`src/rtl/rv32_div_ext.sv`:
```
// rv32_div_ext: iterative RV32M DIV/DIVU/REM/REMU unit, radix-2 restoring, one quotient bit per cycle
//   clk   : system clock, rising edge
//   rst   : asynchronous active-low reset
//   start : request, sampled in IDLE only; func3[2]=0 (mul codes) ignored
//   a, b  : dividend / divisor, latched with an accepted start
//   func3 : 100 DIV, 101 DIVU, 110 REM, 111 REMU
//   r     : result, updated only when finishing, held until the next result
//   done  : one-cycle pulse when r is valid
//   busy  : high in every state except IDLE
module rv32_div_ext (
  input  logic        clk,
  input  logic        rst,
  input  logic        start,
  input  logic [31:0] a,
  input  logic [31:0] b,
  input  logic [2:0]  func3,
  output logic [31:0] r,
  output logic        done,
  output logic        busy
);
  typedef enum logic [1:0] {IDLE, RUN, FIX} state_t;
  state_t      state;
  logic [31:0] rem, quo, dvs, a_abs, b_abs, res;
  logic [32:0] sh, diff;
  logic [4:0]  cnt;
  logic        neg, sel_rem, sgn, dz, ovf;
  assign sgn   = ~func3[0];
  assign a_abs = sgn && a[31] ? -a : a;
  assign b_abs = sgn && b[31] ? -b : b;
  assign dz    = b == 32'd0;
  assign ovf   = sgn && a == 32'h8000_0000 && b == 32'hFFFF_FFFF;
  assign sh    = {rem, quo[31]};
  assign diff  = sh - {1'b0, dvs};
  assign res   = sel_rem ? rem : quo;
  assign busy  = state != IDLE;
  // Special cases preset quo (division result) and rem (remainder result) so FIX
  // selects the right one with the sign correction disabled.
  always_ff @(posedge clk or negedge rst) begin
    if (!rst) begin
      state   <= IDLE;
      r       <= '0;
      done    <= 1'b0;
      cnt     <= '0;
      rem     <= '0;
      quo     <= '0;
      dvs     <= '0;
      neg     <= 1'b0;
      sel_rem <= 1'b0;
    end else begin
      done <= 1'b0;
      case (state)
        IDLE: if (start && func3[2]) begin
          sel_rem <= func3[1];
          cnt     <= '0;
          if (dz || ovf) begin
            state <= FIX;
            neg   <= 1'b0;
            quo   <= dz ? 32'hFFFF_FFFF : 32'h8000_0000;
            rem   <= dz ? a : 32'd0;
          end else begin
            state <= RUN;
            neg   <= sgn && (func3[1] ? a[31] : a[31] ^ b[31]);
            quo   <= a_abs;
            rem   <= '0;
            dvs   <= b_abs;
          end
        end
        RUN: begin
          rem   <= diff[32] ? sh[31:0] : diff[31:0];
          quo   <= {quo[30:0], ~diff[32]};
          cnt   <= cnt + 5'd1;
          state <= cnt == 5'd31 ? FIX : RUN;
        end
        FIX: begin
          r     <= neg ? -res : res;
          done  <= 1'b1;
          state <= IDLE;
        end
        default: state <= IDLE;
      endcase
    end
  end
endmodule

```
`config.mk`:
```
export PLATFORM = sky130hd
export DESIGN_NAME = rv32_div_ext
export DESIGN_NICKNAME = d
export VERILOG_FILES = /design/src/rtl/rv32_div_ext.sv
export SDC_FILE = /design/constraint.sdc
export NUM_CORES = 1
export LEC_CHECK = 0
export BUFFER_PORTS_ARGS = -buffer_cell sky130_fd_sc_hd__buf_2
export CAP_MARGIN = 20
export CORE_MARGIN = 5
export CORE_UTILIZATION = 55
export DETAILED_ROUTE_END_ITERATION = 10
export MAX_ROUTING_LAYER = met4
export PLACE_DENSITY = 0.79
export SETUP_SLACK_MARGIN = 0.15
export SYNTH_ARGS = -nofsm -noshare
export SYNTH_HDL_FRONTEND = slang
export SYNTH_SLANG_ARGS = --single-unit
```
`constraint.sdc`:
```
create_clock -name clk -period 3.2 [get_ports clk]
set_input_delay 0.16 -clock clk [delete_from_list [all_inputs] [get_ports clk]]
set_output_delay 0.16 -clock clk [all_outputs]
set_load 0.02 [all_outputs]
```
# == Word level (Yosys, flattened, before mapping) ==
# Index checks and enable logic that the tools add are counted.
# op_classes
n_addsub,5
eq_ne,6
mux,22
bitwise_logic,4
reduce_logical,14
# op_table
op,count
32-bit 2-to-1 mux,10
32-bit one-hot mux with 2 select lines,2
32-bit negator,3
"32-bit == test, second input constant",2
33-bit by 32-bit subtractor with 33-bit output,1
32-bit zero test,1
31-bit 2-to-1 mux,1
5-bit one-hot mux with 2 select lines,1
1-bit logical AND,6
2-bit 2-to-1 mux,3
"5-bit by 1-bit adder with 5-bit output, second input constant",1
"5-bit == test, second input constant",1
5-bit 2-to-1 mux,1
2-bit one-hot mux with 2 select lines,1
2-bit AND reduction,2
2-bit nonzero test,2
1-bit 2-to-1 mux,3
1-bit NOT,3
3-bit AND reduction,1
"2-bit by 1-bit == test with 1-bit output, second input constant",1
"2-bit == test, second input constant",1
2-bit zero test,1
"2-bit inequality test, second input constant",1
1-bit logical OR,1
1-bit bitwise XOR,1
# totals
regBits,138
inputBits,70
output_inout_bits,34
elab_cells,60

# == Depth between registers and ports, before layout ==
# depth
ltp_word,7
ltp_mapped,15
depth_no_buf,12

# == Worst setup path after synthesis ==
# Ideal clock, no wire load.
# synth_timing
path_type,register -> register
startpoint,reg sel_rem
endpoint,reg r[30]
setup_time_ns,0.130
arrival_time_ns,3.370
t_required_ns,3.070
setup_slack_ns,-0.300
stages_incl_launch_ff,16
path_buffers,5
synth_period_minus_slack_ns,3.500
cell_sequence,dfrtp_1 > buf_2 > buf_6 > clkbuf_1 > buf_2 > buf_2 > mux2i_1 > ha_1 > o211ai_1 > nor3b_1 > o21a_1 > nand4_1 > or2_1 > o41ai_2 > xnor2_1 > o21ai_1
# synth_via
elab_chain_len,3
# synth_rtl
item,line,source
start: declaration,26,"logic neg, sel_rem, sgn, dz, ovf;"
start signal: assignment,53,sel_rem <= func3[1];
32-bit 2-to-1 mux *,34,assign res = sel_rem ? rem : quo;
32-bit negator,75,r <= neg ? -res : res;
32-bit 2-to-1 mux *,75,
end signal: assignment,75,
end: declaration,17,"output logic [31:0] r,"
# Mark *: on every way between the ends. The rest lies on a longest branch, timed or not.
# A chain may end at the register's enable or synchronous reset.

# == Worst setup path after layout ==
# layout_timing
startpoint,reg quo[31]
endpoint,reg rem[5]
# layout_via
elab_chain_len,3
# layout_rtl
item,line,source
start: declaration,23,"logic [31:0] rem, quo, dvs, a_abs, b_abs, res;"
start signal: assignment,58,quo <= dz ? 32'hFFFF_FFFF : 32'h8000_0000;
start signal: assignment,63,quo <= a_abs;
start signal: assignment,70,"quo <= {quo[30:0], ~diff[32]};"
33-bit by 32-bit subtractor with 33-bit output,33,"assign diff = sh - {1'b0, dvs};"
32-bit 2-to-1 mux,69,rem <= diff[32] ? sh[31:0] : diff[31:0];
32-bit one-hot mux with 2 select lines,51,case (state)
end signal: assignment,59,rem <= dz ? a : 32'd0;
end signal: assignment,69,
end: declaration,23,
# No other way between the ends.

==> results.json <==
{
  "status": "finished, final reports clean",
  "globalplace.congestion": 0.9729,
  "power_frac_comb": 0.638,
  "dieArea_um2": 21690,
  "diodes": 0,
  "io_pins": 104,
  "yosysTopAreaCell": "dfrtp_1",
  "p_switching_mw": 7.030,
  "critPathRequiredTime_ps": 3550,
  "insertion_delay_ps": 430,
  "syn_nets": 1402,
  "ys.flop_type": "dfrtp_1",
  "internal_power_mw": 7.887,
  "utilization": 0.6558,
  "slew_headroom": 0.3034,
  "clk_pin_slew_ps": 60,
  "min_period_over_period": 0.9379,
  "cp.arrival_ps": 3350,
  "dr.first_iter.drc_count": 917,
  "yosysSeqAreaShare": 0.3332,
  "drive_above_1_share": 0.1746,
  "seq_power_share": 0.213,
  "path_max_fanout": 6,
  "synth-seq-cells": 138,
  "synth_edf_count": 0,
  "clock.fmax_mhz": 333.2,
  "portBuffers": 103,
  "synth_area_leaders": "dfrtp_1, nand2_1, o21ai_0",
  "power_leakage_nw": 5.383,
  "power_mw": 14.92,
  "fin_crit_ps": 3001,
  "pwr-share-clk": 0.149,
  "tightest_slew_ps": 1043,
  "initial_utilization": 0.5559,
  "worstSetupPathType": "register to register",
  "hold_path.class": "input pin to register",
  "synth_top_area_share": 0.3332,
  "ys_warn_count": 0,
  "crit_path_max_incr_delay_ps": 460,
  "worst_path_max_delay_cell": "or3_4",
  "p_sw_frac": 0.4713,
  "numCtsBuffers": 17,
  "grt_pass1_vias": 9358,
  "htree_levels": 4,
  "postSynthCellCount": 1293,
  "num_vias": 10053,
  "cts_tree": "done",
  "via_per_inst": 6.119,
  "die_width_um": 147.3,
  "root_buffer": "clkbuf_16",
  "avgSynthCellArea_um2": 8.015,
  "nets": 1505,
  "netlist_area_um2": 10360,
  "final_area_um2": 12230,
  "clockBufferDepth": 2,
  "fin_skew_ps": 6.387,
  "power.density_nw_per_um2": 1220,
  "grt_usage": 0.2802,
  "critPathLaunchType": "register",
  "ant_nets": 0,
  "crit_chain": "inv_2, ha_4, fa_2, nand2b_4, a21oi_4, o31a_1, a21boi_2, o2111a_2, or3_4, buf_8, a211oi_2, a311oi_1, a21oi_1",
  "synthDistinctLibCells": 72,
  "dr.pass1.iters": 7,
  "coreArea_um2": 18640,
  "place_hpwl_um": 22090,
  "slew_viol_final": 0,
  "grt_pass1_wl_um": 48310,
  "finalHoldViolCount": 0,
  "rsz0062_at_grt": "yes",
  "post-route-drc-count": 0,
  "drv_cap": 0,
  "routed_wl_um": 30300,
  "overflow": 0,
  "syn_to_final_growth_pct": 17.98,
  "fp.dieH_um": 147.3,
  "dpl-instance-area_um2": 11250,
  "ys_async_sr_fraction": 1.000,
  "endpoint_kind": "register",
  "grt_max_degree": 82,
  "clock-sinks": 138,
  "ir_drop_uv": 542.3,
  "antenna_found_initial": 0,
  "setup_violations": 0,
  "wl_per_cell_um": 18.44,
  "rows": 50
}
power groups by stage:
stage               combinational [mW]  clock, mW  sequential [mW]
finish                            9.51       2.22             3.18
global route                      10.4       2.32             3.24
CTS                               8.61       2.23             3.12
detailed placement                8.38          0             3.15
global placement                  8.24          0             3.11
floorplan                         6.41          0             2.87
metal layers:
layer | wire [um] | part of all wire | GRT usage | up-vias
met4 | 902 | 0.030 | 0.09273 | 0
met2 | 13900 | 0.46 | 0.4306 | 435
met5 | 0 | 0 | - | -
met3 | 2192 | 0.072 | 0.04874 | 61
li1 | - | - | - | 4828
met1 | 13310 | 0.44 | 0.3782 | 4729
critical path: cells and delay by family, from the launching register on:
| kind | cells | cell delay, ps |
|---|---|---|
| buffers and inverters | 2 | 230 |
| AOI/OAI and AO/OA | 7 | 1190 |
| and+or+nand+nor | 2 | 630 |
| DFF | 1 | 370 |
| adders and majority gates | 2 | 500 |
synth_stat cells (all sizes together), types with 9 or more instances:
library cell / instances
nand4: 18
o31ai: 14
nand3: 27
a311oi: 9
and3: 22
ha: 38
a21oi: 120
nor2: 105
a21o: 12
nand2b: 14
xnor2: 65
clkbuf: 46
nor4: 10
mux2i: 38
o21a: 10
inv: 50
nor3: 31
xor2: 48
or3: 10
dfrtp: 138
o21ai: 148
buf: 24
nand2: 166
a31oi: 18
a211oi: 14
stage by stage:
stage / worst slack [ps] / instances / TNS (ps) / hold slack [ps]
after floorplan: 144.1 / 1293 / 0 / -135.6
after global placement: 57.40 / 1604 / 0 / 237.9
after detailed placement: -74.69 / 1604 / -144.7 / 253.4
after CTS: 138.8 / 1638 / 0 / 35.03
after global routing: 91.29 / 1643 / 0 / 57.42
final: 198.6 / 1643 / 0 / 39.18
layout make-up:
cell class	instances	area, um2
clock buffers	21	480.5
clock inverters	11	190.2
fillers	1523	6416
inverters	50	187.7
multi-input cells	1035	6650
flip-flops and latches	138	3455
well taps	234	292.8
repair buffers	154	970.9
sequential cells by signal, summed over array words and instances, names as in the netlist:
name     cells
dvs         32
quo         32
r           32
rem         32
cnt          5
state        2
done         1
neg          1
sel_rem      1
logic make-up after synthesis:
group                      count (synthesis)  synth area share
buffers and inverters                    120           0.04793
muxes                                     43           0.04213
adders and majority gates                 39           0.04781
and+or+nand+nor                          438            0.2013
AOI/OAI and AO/OA                        402            0.2322
xor gates and xnor gates                 113           0.09550
DFF                                      138            0.3332
repair_timing:
item                       4_1_cts  5_1_grt
hold endpoints to repair        79        0
hold buffers                     2        0
gates cloned                     0        1
buffers inserted                 0        4
resized for setup                9       37
pin swaps                        2       14
setup endpoints to repair       23       36
placed cells by master (no fill, tap or decap), types with 22 or more instances in the layout:
master	n
dfrtp_1	137
inv_1	49
nor2_1	102
nor3_1	28
o21ai_1	28
and3_1	22
nand2_1	165
o21ai_0	118
nand3_1	27
xnor2_1	64
a21oi_1	117
buf_4	42
mux2i_1	38
ha_1	32
xor2_1	48
buf_2	102
path summary, 6_finish.rpt:
path                          from  endpoint  slack, ps  depth (start not counted)
max                        quo[31]    rem[5]        200                         13
min                           b[1]    dvs[1]         40                          3
max reg2reg                quo[31]    rem[5]        200                         13
min reg2reg                   r[7]      r[7]        470                          2
max in group asynchronous      rst    quo[8]       2030                          3
min in group asynchronous      rst     r[28]        330                          2
Power figures use the tool's default switching activity.
